`config.mk`:
```
export PLATFORM = sky130hd
export DESIGN_NAME = scan_sequencer_flat
export DESIGN_NICKNAME = d
export VERILOG_FILES = /design/src/rtl/scan_sequencer_pkg.sv /design/src/rtl/scan_sequencer_if.sv /design/src/rtl/scan_sequencer_tick_prescaler.sv /design/src/rtl/scan_sequencer.sv /design/src/flat_wrapper.sv
export SDC_FILE = /design/constraint.sdc
export NUM_CORES = 1
export LEC_CHECK = 0
export CAP_MARGIN = 15
export CORE_UTILIZATION = 25
export DETAILED_ROUTE_END_ITERATION = 10
export HOLD_SLACK_MARGIN = 0.08
export PLACE_DENSITY = 0.55
export SLEW_MARGIN = 30
export SYNTH_ARGS = -nofsm -noshare
export SYNTH_HDL_FRONTEND = slang
export SYNTH_SLANG_ARGS = --single-unit
```
`constraint.sdc`:
```
create_clock -name clk -period 2.8 [get_ports clk]
set_clock_uncertainty 0.1 [all_clocks]
set_input_delay 0.56 -clock clk [delete_from_list [all_inputs] [get_ports clk]]
set_output_delay 0.56 -clock clk [all_outputs]
set_load 0.02 [all_outputs]
```
`src/rtl/scan_sequencer_pkg.sv`:
```
// scan_sequencer_pkg: shared constants, direction encoding and state type for the scan sequencer
package scan_pkg;
  localparam int N_POS = 8;
  localparam int POS_W = $clog2(N_POS);
  localparam int DIV_W = 16;
  localparam int DWELL_W = 4;
  localparam logic DIR_RIGHT = 1'b1;
  localparam logic DIR_LEFT = 1'b0;
  typedef enum logic [1:0] {IDLE, RUN, DWELL} state_t;
endpackage

```
`src/rtl/scan_sequencer_if.sv`:
```
// scan_sequencer_if: control-register inputs and LED-stage outputs of the scan sequencer
interface scan_sequencer_if;
  import scan_pkg::*;
  logic en;
  logic clr;
  logic [DIV_W-1:0] speed_div;
  logic [DWELL_W-1:0] dwell;
  logic [POS_W-1:0] pos;
  logic dir;
  logic [N_POS-1:0] leds;
  logic step;
  logic busy;
  modport master(output en, clr, speed_div, dwell, input pos, dir, leds, step, busy);
  modport slave(input en, clr, speed_div, dwell, output pos, dir, leds, step, busy);
endinterface

```
`src/rtl/scan_sequencer_tick_prescaler.sv`:
```
// tick_prescaler: counts while run is high and fires tick when the count reaches div
module tick_prescaler #(
  parameter int DIV_W = 16
) (
  input  logic             clk,
  input  logic             arst_n,
  input  logic             run,
  input  logic [DIV_W-1:0] div,
  output logic             tick
);
  logic [DIV_W-1:0] cnt_q, cnt_d;
  // >= lets a lowered div take effect immediately instead of waiting for wrap
  always_comb begin
    tick = run && (cnt_q >= div);
    cnt_d = (!run || tick) ? '0 : cnt_q + 1'b1;
  end
  always_ff @(posedge clk or negedge arst_n)
    if (!arst_n) cnt_q <= '0;
    else cnt_q <= cnt_d;
endmodule

```
`src/rtl/scan_sequencer.sv`:
```
// scan_sequencer: steps a bouncing position at a programmable rate with dwell at each end
module scan_sequencer
  import scan_pkg::*;
(
  input  logic      clk,
  input  logic      arst_n,
  scan_sequencer_if.slave bus
);
  state_t state_q;
  logic [POS_W-1:0] pos_q, pos_d;
  logic dir_q, step_q, tick, run, at_end;
  logic [DWELL_W-1:0] dwell_q;
  assign run = (state_q != IDLE) && bus.en && !bus.clr;
  tick_prescaler #(.DIV_W(DIV_W)) u_pre (
    .clk(clk), .arst_n(arst_n), .run(run), .div(bus.speed_div), .tick(tick)
  );
  always_comb begin
    pos_d = (dir_q == DIR_RIGHT) ? pos_q + 1'b1 : pos_q - 1'b1;
    at_end = (dir_q == DIR_RIGHT) ? (pos_d == POS_W'(N_POS - 1)) : (pos_d == '0);
  end
  always_ff @(posedge clk or negedge arst_n)
    if (!arst_n) begin
      state_q <= IDLE;
      pos_q <= '0;
      dir_q <= DIR_RIGHT;
      dwell_q <= '0;
      step_q <= 1'b0;
    end else if (bus.clr) begin
      state_q <= IDLE;
      pos_q <= '0;
      dir_q <= DIR_RIGHT;
      dwell_q <= '0;
      step_q <= 1'b0;
    end else if (!bus.en) begin
      state_q <= IDLE;
      dwell_q <= '0;
      step_q <= 1'b0;
    end else begin
      step_q <= (state_q == RUN) && tick;
      case (state_q)
        IDLE: state_q <= RUN;
        RUN: if (tick) begin
          pos_q <= pos_d;
          if (at_end) begin
            dir_q <= ~dir_q;
            if (bus.dwell != '0) begin
              dwell_q <= bus.dwell;
              state_q <= DWELL;
            end
          end
        end
        DWELL: if (tick) begin
          dwell_q <= dwell_q - 1'b1;
          if (dwell_q == DWELL_W'(1)) state_q <= RUN;
        end
        default: state_q <= IDLE;
      endcase
    end
  assign bus.pos = pos_q;
  assign bus.dir = dir_q;
  assign bus.step = step_q;
  assign bus.leds = N_POS'(1) << pos_q;
  assign bus.busy = state_q != IDLE;
endmodule

```
`src/flat_wrapper.sv`:
```
// flat-port wrapper written by rule: the top's interface ports become plain ports
module scan_sequencer_flat import scan_pkg::*;
  (clk, arst_n, bus_en, bus_clr, bus_speed_div, bus_dwell, bus_pos, bus_dir, bus_leds, bus_step, bus_busy);
  scan_sequencer_if bus_i ();
  input  logic clk;
  input  logic arst_n;
  input wire logic [$bits(bus_i.en)-1:0] bus_en;
  input wire logic [$bits(bus_i.clr)-1:0] bus_clr;
  input wire logic [$bits(bus_i.speed_div)-1:0] bus_speed_div;
  input wire logic [$bits(bus_i.dwell)-1:0] bus_dwell;
  output wire logic [$bits(bus_i.pos)-1:0] bus_pos;
  output wire logic [$bits(bus_i.dir)-1:0] bus_dir;
  output wire logic [$bits(bus_i.leds)-1:0] bus_leds;
  output wire logic [$bits(bus_i.step)-1:0] bus_step;
  output wire logic [$bits(bus_i.busy)-1:0] bus_busy;
  assign bus_i.en = bus_en;
  assign bus_i.clr = bus_clr;
  assign bus_i.speed_div = bus_speed_div;
  assign bus_i.dwell = bus_dwell;
  assign bus_pos = bus_i.pos;
  assign bus_dir = bus_i.dir;
  assign bus_leds = bus_i.leds;
  assign bus_step = bus_i.step;
  assign bus_busy = bus_i.busy;
  scan_sequencer u_core (.clk(clk), .arst_n(arst_n), .bus(bus_i));
endmodule
```
==> flow_summary.toml, run 1 <==
[yosys]
synth_nets = 274
synth_top_cells_by_count = "28 x inv_1, 27 x nor2_1, 26 x dfrtp_1, 26 x ha_1, 16 x nand2_1"
ys_warn_count = 0
synth.most_common_cell = "inv_1"
synthDistinctLibCells = 43
synth-seq-area-share_pct = 34.2
yosysTopAreaCell = "dfrtp_1"
avgSynthCellArea_um2 = 8.89
async_flop_share_pct = 100
synthTopCellsByArea = "dfrtp_1 33%, ha_1 16%, inv_1 5.3%, nor2_1 5.1%, xnor2_1 4.4%"
synth_edf_count = 0
synth_top_area_share_pct = 32.8
ys.flop_type = "dfrtp_1"
ys_ff_latch = 27
synth_area_um2 = 1980
synthCells = 223

[power]
p_int_w = 0.000584
ir_drop_mv = 0.172
p_per_area_nw_per_um2 = 300
switching_power_w = 0.000227
p_leak_nw = 1.22
clock_power_share_pct = 28.7
power_w = 0.000811
p_seq_share_pct = 49.8
power_frac_comb_pct = 21.4
swShare_pct = 28.0

[placement]
finalWeightedCongestion = 0.740
hpwl_mm = 3.35
dp_cells = 373
port_buffers = 37

[timing]
min_period_ps = 2750
setup_viol = 0
relSlewSlack_pct = 69.5
slew_viol_final = 0
worst_pin_slew_ps = 454
fmaxAchievable_ghz = 0.363
fin_crit_sh_pct = 98.3
hold_violations = 0

[critical_path]
crit_path_end_kind = "flip-flop"
cp.buffers_inverters = 2
worstPathRequired_ps = 2910
crit_type = "in2reg"
start_kind = "primary input"
cp_cell_sequence = "clkdlybuf4s50_1 > inv_1 > ha_1 > nand4_2 > or4_4 > and3_4 > or3_4 > o2bb2ai_1"
cp.arrival_ps = 2860
path_max_fanout = 5
slowest_stage = "or4_4"
crit_family = "simple AND/OR/NAND/NOR gates"
max_stage_delay_ps = 590

[die]
dieArea_um2 = 8290
die_h_um = 91.0
core-area_um2 = 7690
die_x_um = 91.0
start_util_pct = 25.8
rows = 32
ios = 38

[grt]
grt.overflow.total = 0
antenna_found_initial = 0
grt_max_degree = 28
grt_pass1_vias = 1659
grt_util_all_layers_pct = 11.2
grt_pass1_wl_mm = 7.57

[clocking]
cts_sinks = 27
htreeDepth = 1
numCtsBuffers = 3
cts_tree = "yes"
cts_root_buf = "clkbuf_8"
path_clk_slew_ps = 100
clockBufferDepth = 2
clk_latency_ps = 280

[routing]
final_antenna_net_count = 0
wl_mm = 4.43
num_vias = 1675
wire_per_inst_um = 11.7
firstDrtPassIters = 4
drc = 0
viasPerCell = 4.43
drtIter0Drc = 57

[layout]
diodes = 0
fin_cells = 378
area_growth_pct = 36.4
drive_gt1_share_pct = 14.1
final_nets = 328
nFillCells = 814

[run_status]
outcome = "complete, no violations"

[flow_run]
cap_violations = 0

[hold_path]
min_path_type = "reg2reg"
[per-stage QoR]
stage / hold WS (ps) / util [%] / setup WS (ps) / TNS (ps) / cell area [um2]
final: 430 / 35.2 / 48.1 / 0 / 2700
after global routing: 443 / 35.2 / -40.4 / -57.5 / 2700
after CTS: 430 / 34.0 / 37.1 / 0 / 2610
after detailed placement: 410 / 33.4 / -259 / -2190 / 2570
after global placement: 406 / 33.4 / -221 / -1650 / 2570
after floorplan: 164 / - / 274 / 0 / 1980
[routing by layer]
| layer | up-vias | part of all wire [%] | track usage [%] |
|---|---|---|---|
| met2 | 32 | 48 | 19.2 |
| met4 | 0 | 0.47 | 1.59 |
| met3 | 2 | 4.1 | 2.93 |
| met5 | - | 0 | 0 |
| met1 | 777 | 47 | 14.4 |
| li1 | 864 | - | - |
[placed cells by master (no fill, tap or decap), types with 2 or more instances in the layout]
cell	Yosys	layout
ha_4	0	2
nor3_1	12	12
o31ai_1	3	3
clkdlybuf4s50_1	0	34
inv_1	28	26
nand3_1	7	7
nand2b_1	2	2
nor2_1	27	27
nand2_1	16	16
o21ai_0	7	7
buf_4	0	15
inv_2	0	2
dlymetal6s2s_1	0	3
mux2i_1	2	2
a21oi_1	8	8
or3_4	1	2
dfrtp_1	26	26
nor4_1	3	3
nand4_1	2	2
xor2_1	8	8
o2bb2ai_2	0	2
and3_1	7	6
ha_1	26	24
clkbuf_8	0	3
xnor2_1	10	10
and3_4	1	2
[kinds of logic after synthesis]
logic type      Yosys count  share of synthesized area (%)
fa+ha+maj                27                           17.4
simple gates             85                           21.4
flops                    27                           34.2
buf+inv                  31                           6.25
xor+xnor                 18                           7.95
mux                       3                           1.58
compound gates           32                           11.2
[worst register-to-register path: cells and delay by family (launching register included)]
kind,cells,cell delay [ps]
flip-flops,1,640
buffers and inverters,1,60
multiplexers,1,90
AO/OA/AOI/OAI,2,530
AND/OR/NAND/NOR,2,610
adder cells (fa/ha/maj),2,460
[sequential cells by signal (all words and copies together), names as in the netlist]
name                flops
u_core.state_q          2
u_core.bus.pos          3
u_core.u_pre.cnt_q     16
u_core.dwell_q          4
u_core.bus.step         1
u_core.bus.dir          1
[layout make-up]
cell class / instances / area [um2] / area share (%)
Tap cell: 102 / 128 / 4.72
Clock buffer: 3 / 41.3 / 1.53
Timing Repair Buffer: 52 / 490 / 18.1
Clock inverter: 1 / 5.00 / 0.185
Multi-Input combinational cell: 165 / 1260 / 46.5
Inverter: 28 / 105 / 3.89
Sequential cell: 27 / 677 / 25.0
[power groups by stage]
stage	Sequential [W]	Clock, W	Combinational [W]
6_report	0.000404	0.000233	0.000174
5_1_grt	0.000405	0.000249	0.000196
4_1_cts	0.000404	0.000243	0.000167
3_5_place_dp	0.000411	0	0.000165
3_3_place_gp	0.000411	0	0.000165
2_1_floorplan	0.000410	0	0.0000896
[path summary, 6_finish.rpt]
check                                 startpoint               endpoint  slack, ps  cells past startpoint
max                            bus_speed_div[14]      u_core.dwell_q[1]         50                      8
max reg2reg                       u_core.bus.dir      u_core.dwell_q[1]        260                      8
max in group asynchronous                 arst_n         u_core.bus.dir       1720                      2
min in group asynchronous                 arst_n      u_core.dwell_q[3]        560                      2
min                        u_core.u_pre.cnt_q[0]  u_core.u_pre.cnt_q[0]        430                      1
min reg2reg                u_core.u_pre.cnt_q[0]  u_core.u_pre.cnt_q[0]        430                      1
[what timing repair did]
item	4_1_cts	5_1_grt
resized for setup	0	15
endpoints found under the setup margin	0	8
buffers inserted	0	1
hold buffers	0	0
(Power assumes the default switching activity.)
==> inputs of run 2 (changes only) <==
Settings changed: SKIP_CTS_REPAIR_TIMING set to 1.
==> results of run 2 <==
Final layout, timing and power as in run 1 (identical DEF).
